**config.mk**
```make
export PLATFORM = sky130hd
export DESIGN_NAME = score_bcd_ctrl_flat
export DESIGN_NICKNAME = d
export VERILOG_FILES = /design/src/rtl/score_bcd_ctrl_if.sv /design/src/rtl/score_bcd_ctrl.sv /design/src/flat_wrapper.sv
export SDC_FILE = /design/constraint.sdc
export NUM_CORES = 1
export LEC_CHECK = 0
export CAP_MARGIN = 20
export CORE_UTILIZATION = 60
export CTS_CLUSTER_DIAMETER = 40
export DETAILED_ROUTE_END_ITERATION = 8
export GPL_TIMING_DRIVEN = 0
export HOLD_SLACK_MARGIN = 0.05
export PLACE_DENSITY = 0.84
export SETUP_SLACK_MARGIN = 0.02
export SLEW_MARGIN = 25
export SYNTH_ARGS = -nofsm -noshare
export SYNTH_HDL_FRONTEND = slang
export SYNTH_SLANG_ARGS = --single-unit
```
**constraint.sdc**
```tcl
create_clock -name clk -period 3.3 [get_ports clk]
set_clock_uncertainty 0.15 [all_clocks]
set_input_delay 0.66 -clock clk [delete_from_list [all_inputs] [get_ports clk]]
set_output_delay 0.66 -clock clk [all_outputs]
set_load 0.005 [all_outputs]
```
**src/rtl/score_bcd_ctrl_if.sv**
```systemverilog
// rtl/score_bcd_ctrl_if.sv - load/score request and BCD display bundle for score_bcd_ctrl
interface score_bcd_ctrl_if;
   logic       load;
   logic [9:0] score;
   logic       busy;
   logic       done;
   logic [3:0] digit0;
   logic [3:0] digit1;
   logic [3:0] digit2;
   logic [3:0] digit3;
   logic [3:0] blank;

   modport master (
      output load, score,
      input  busy, done, digit0, digit1, digit2, digit3, blank
   );

   modport slave (
      input  load, score,
      output busy, done, digit0, digit1, digit2, digit3, blank
   );
endinterface

```
**src/rtl/score_bcd_ctrl.sv**
```systemverilog
// rtl/score_bcd_ctrl.sv - 10-bit score to 4-digit BCD via 10-step double dabble
// Optional leading-zero blanking under SCORE_LEADING_ZERO_BLANK_EN.
module score_bcd_ctrl (
   input logic             clk,
   input logic             resetn,
   score_bcd_ctrl_if.slave bus
);
   localparam logic [1:0] S_IDLE = 2'd0;
   localparam logic [1:0] S_CONV = 2'd1;
   localparam logic [1:0] S_DONE = 2'd2;

   logic [1:0]  r_state;
   logic [9:0]  r_shift;
   logic [15:0] r_bcd;
   logic [3:0]  r_cnt;
   logic        r_pend;
   logic [9:0]  r_pend_score;
   logic        r_done;
   logic [15:0] r_digit;

   logic [15:0] w_adj;
   logic [15:0] w_bcd_next;

   function automatic logic [3:0] adj3(input logic [3:0] n);
      return (n >= 4'd5) ? n + 4'd3 : n;
   endfunction

   always_comb begin
      w_adj      = {adj3(r_bcd[15:12]), adj3(r_bcd[11:8]), adj3(r_bcd[7:4]), adj3(r_bcd[3:0])};
      w_bcd_next = {w_adj[14:0], r_shift[9]};
   end

   always_ff @(posedge clk or negedge resetn) begin
      if (!resetn) begin
         r_state      <= S_IDLE;
         r_shift      <= '0;
         r_bcd        <= '0;
         r_cnt        <= '0;
         r_pend       <= 1'b0;
         r_pend_score <= '0;
         r_done       <= 1'b0;
         r_digit      <= '0;
      end else begin
         r_done <= 1'b0;
         case (r_state)
            S_IDLE: begin
               if (bus.load) begin
                  r_shift <= bus.score;
                  r_bcd   <= '0;
                  r_cnt   <= '0;
                  r_state <= S_CONV;
               end
            end
            S_CONV: begin
               if (bus.load) begin
                  r_pend       <= 1'b1;
                  r_pend_score <= bus.score;
               end
               r_bcd   <= w_bcd_next;
               r_shift <= {r_shift[8:0], 1'b0};
               r_cnt   <= r_cnt + 4'd1;
               if (r_cnt == 4'd9)
                  r_state <= S_DONE;
            end
            S_DONE: begin
               r_digit <= r_bcd;
               r_done  <= 1'b1;
               // A load arriving in this very cycle is the newest request and wins.
               if (bus.load || r_pend) begin
                  r_shift <= bus.load ? bus.score : r_pend_score;
                  r_bcd   <= '0;
                  r_cnt   <= '0;
                  r_pend  <= 1'b0;
                  r_state <= S_CONV;
               end else begin
                  r_state <= S_IDLE;
               end
            end
            default: r_state <= S_IDLE;
         endcase
      end
   end

`ifdef SCORE_LEADING_ZERO_BLANK_EN
   logic [3:0] r_blank;
   logic [3:0] w_blank;

   always_comb begin
      w_blank    = 4'b0000;
      w_blank[3] = (r_bcd[15:12] == 4'd0);
      w_blank[2] = w_blank[3] & (r_bcd[11:8] == 4'd0);
      w_blank[1] = w_blank[2] & (r_bcd[7:4] == 4'd0);
   end

   // Reset value matches a displayed 0000: only the ones digit stays lit.
   always_ff @(posedge clk or negedge resetn) begin
      if (!resetn)
         r_blank <= 4'b1110;
      else if (r_state == S_DONE)
         r_blank <= w_blank;
   end

   assign bus.blank = r_blank;
`else
   assign bus.blank = 4'b0000;
`endif

   assign bus.busy   = (r_state != S_IDLE);
   assign bus.done   = r_done;
   assign bus.digit0 = r_digit[3:0];
   assign bus.digit1 = r_digit[7:4];
   assign bus.digit2 = r_digit[11:8];
   assign bus.digit3 = r_digit[15:12];
endmodule

```
**src/flat_wrapper.sv**
```systemverilog
// flat-port wrapper written by rule: the top's interface ports become plain ports
module score_bcd_ctrl_flat 
  (clk, resetn, bus_load, bus_score, bus_busy, bus_done, bus_digit0, bus_digit1, bus_digit2, bus_digit3, bus_blank);
  score_bcd_ctrl_if bus_i ();
  input logic clk;
  input logic resetn;
  input wire logic [$bits(bus_i.load)-1:0] bus_load;
  input wire logic [$bits(bus_i.score)-1:0] bus_score;
  output wire logic [$bits(bus_i.busy)-1:0] bus_busy;
  output wire logic [$bits(bus_i.done)-1:0] bus_done;
  output wire logic [$bits(bus_i.digit0)-1:0] bus_digit0;
  output wire logic [$bits(bus_i.digit1)-1:0] bus_digit1;
  output wire logic [$bits(bus_i.digit2)-1:0] bus_digit2;
  output wire logic [$bits(bus_i.digit3)-1:0] bus_digit3;
  output wire logic [$bits(bus_i.blank)-1:0] bus_blank;
  assign bus_i.load = bus_load;
  assign bus_i.score = bus_score;
  assign bus_busy = bus_i.busy;
  assign bus_done = bus_i.done;
  assign bus_digit0 = bus_i.digit0;
  assign bus_digit1 = bus_i.digit1;
  assign bus_digit2 = bus_i.digit2;
  assign bus_digit3 = bus_i.digit3;
  assign bus_blank = bus_i.blank;
  score_bcd_ctrl u_core (.clk(clk), .resetn(resetn), .bus(bus_i));
endmodule
```
==> flow_summary.ini <==
[flow_run]
drv_cap = 0

[timing]
worst_slack_ns = 0.8296
hold_viol_final = 0
maxSlewViolCount = 0
rsz0062_at_grt = false
worst_pin_slew_ns = 0.5995
slew_headroom_pct = 60.03
setup_viol = 0
fmax_mhz = 404.8
fin_crit_ns = 2.470
min_period_over_period_pct = 74.86

[setup_path]
worstPathArrival_ns = 1.66
worstSetupPathType = reg2out
worst-path-max-fanout = 3
crit_required_ns = 2.49
worstSetupStartpointType = flip-flop
endpoint_kind = output pin

[detailed_routing]
drt_iter0_markers = 132
wl_met3_um = 263
drt_wl_total_mm = 6.063
routed.top_layer = met4
dr.pass1.iters = 4
ant_nets = 0
wl_per_cell_um = 15.59
dr_wl_met2_mm = 2.901
avgViaCountPerCell = 5.779
drc = 0
wl_met1_mm = 2.748
dr_total_vias = 2248

[pwr]
p_sw_share_pct = 37.24
peakVddDrop_mv = 0.4526
p_sw_uw = 973.4
pwr-share-clk_pct = 22.2
combinationalPowerShare_pct = 38.9
powerDensity_nw_per_um2 = 724.2
internal-power_mw = 1.641
p_seq_share_pct = 38.9
p_leak_nw = 1.584

[cts]
postCtsSetupRepairBufs = 0
ctsResizeCount = 0
clk_latency_ns = 0.35
cts_max_level = 3
cts.clk_slew.worst_paths_ns = 0.07
clock_path_buffers = 2
cts_sinks = 60
tritoncts = done
cts_made_buffers = 9
clockRootBuffer = clkbuf_8
ctsHoldBuffers = 1

[logic_synthesis]
synth_cells = 272
synth_warnings = 0
syn_area_per_cell_um2 = 11.10
netlist_area_um2 = 3020
async_flop_share_pct = 100.0
ys_types = 40
ys.flop_type = dfrtp_1
synth_edf_count = 0
ys_seq_area_share_pct = 49.71
ys_ff_latch = 60

[place]
dpl.hpwl_mm = 4.076
gp_congestion = 0.7842
place_ws_ns = 1.099
numPortBuffers = 29

[cells_and_area]
final_nets = 344
diodes = 0
drive_gt1_share_pct = 21.74
layout_common_cells = 60 x dfrtp_1, 37 x mux2_2, 32 x nand2_1, 28 x clkdlybuf4s50_1
area_growth_pct = 19.51
final_common_cell = dfrtp_1
fillers = 326
final_util_pct = 75.42

[min_path]
hp-class = reg2reg

[floorplanning]
num_io_pins = 35
die_h_um = 72.95
die_x_um = 72.95
row_count = 25
initial_core_util_pct = 63.11
die_area_um2 = 5322
core_um2 = 4786

[global_routing]
antenna_found_initial = 0
gr-usage-all-layers_pct = 26.51
grt_pass1_vias = 2176
grt_max_degree = 45
grt_pass1_wl_mm = 10.34
grt-ovfl-total = 0

[outcome]
status = finished, final reports clean
area by class of cell:
cell class / count / area [um^2] / share of cell area (%)
inverter: 16 / 60.06 / 1.664
clock buffer: 11 / 141.4 / 3.917
timing repair buffer: 31 / 325.3 / 9.012
clock inverter: 5 / 27.53 / 0.7626
multi-input combinational: 183 / 1365 / 37.82
tap: 67 / 83.83 / 2.322
buffer: 16 / 105.1 / 2.912
sequential: 60 / 1501 / 41.59
routing by layer:
layer | GRT usage (%) | vias to the layer above
li1 | - | 1060
met1 | 35.17 | 1112
met2 | 40.29 | 62
met3 | 9.116 | 14
met4 | 10.24 | 0
met5 | 0 | -
cells by family after synthesis:
logic type,Yosys count,share of synthesized area (%)
AOI/OAI and AO/OA,63,13.84
xor gates and xnor gates,3,0.8701
adders and majority gates,14,5.800
buffers and inverters,32,5.468
DFF,60,49.71
muxes,37,13.79
other,1,0.1242
and+or+nand+nor,62,10.40
synthesized netlist by cell type (2+ instances only):
cell type  number  share of area, %
mux2_2         37                14
nand2b_1        5               1.0
a21oi_1         9               1.5
nand2_1        32               4.0
a31oi_1         6               1.2
nor3b_1         7               1.7
buf_6           3               1.1
o22ai_1         5               1.0
nand3_1         3              0.50
inv_1          15               1.9
dfrtp_1        60                50
o21ai_1         8               1.3
buf_2           3              0.50
ha_1           14               5.8
a22oi_1         2              0.50
a21o_1          2              0.50
buf_4           5               1.2
a32o_1          2              0.66
a222oi_1        6               2.0
o31ai_1         4              0.99
clkbuf_1        3              0.37
o21ai_0        15               2.5
xnor2_1         3              0.87
buf_1           2              0.25
nor2_1          6              0.75
worst paths after layout:
check,start,endpoint,slack [ns],depth (start not counted)
min,u_core.r_shift[8],u_core.r_shift[8],0.35,2
max,u_core.r_state[0],bus_busy,0.83,4
max reg2reg,u_core.r_state[0],u_core.r_cnt[2],1.09,7
max in group asynchronous,resetn,u_core.r_shift[9],1.92,3
min in group asynchronous,resetn,u_core.r_bcd[10],0.59,2
min reg2reg,u_core.r_shift[8],u_core.r_shift[8],0.35,2
sequential cells by signal (all words and copies together), names as in the netlist:
signal,cells
u_core.r_cnt,4
u_core.r_pend,1
u_core.r_bcd,16
u_core.r_shift,10
u_core.r_pend_score,10
u_core.bus.done,1
u_core.r_digit,16
u_core.r_state,2
power groups by stage:
stage	combinational, mW	sequential [mW]	clock [mW]
4_1_cts	1.02	1.01	0.589
3_5_place_dp	1.01	1.03	0
2_1_floorplan	0.733	0.997	0
3_3_place_gp	0.972	1.01	0
6_report	1.02	1.02	0.580
5_1_grt	1.13	1.03	0.624
stage by stage:
stage / instances / setup TNS, ns / hold slack, ns / power [mW] / cell area, um^2
floorplan: 275 / 0 / 0.2144 / 1.730 / 3032
global placement: 371 / -28.26 / 0.3170 / 1.987 / 3406
detailed placement: 372 / 0 / 0.3273 / 2.033 / 3431
CTS: 389 / 0 / 0.3422 / 2.620 / 3610
global route: 389 / 0 / 0.3673 / 2.785 / 3610
finish: 389 / 0 / 0.3461 / 2.614 / 3610
worst max-delay path: stages (launching register included):
cell and delay (ns):
dfrtp_1 0.39, inv_1 0.09, ha_1 0.22, inv_1 0.10, clkdlybuf4s50_1 0.51
Note: power is estimated with default switching activity, not from simulation.
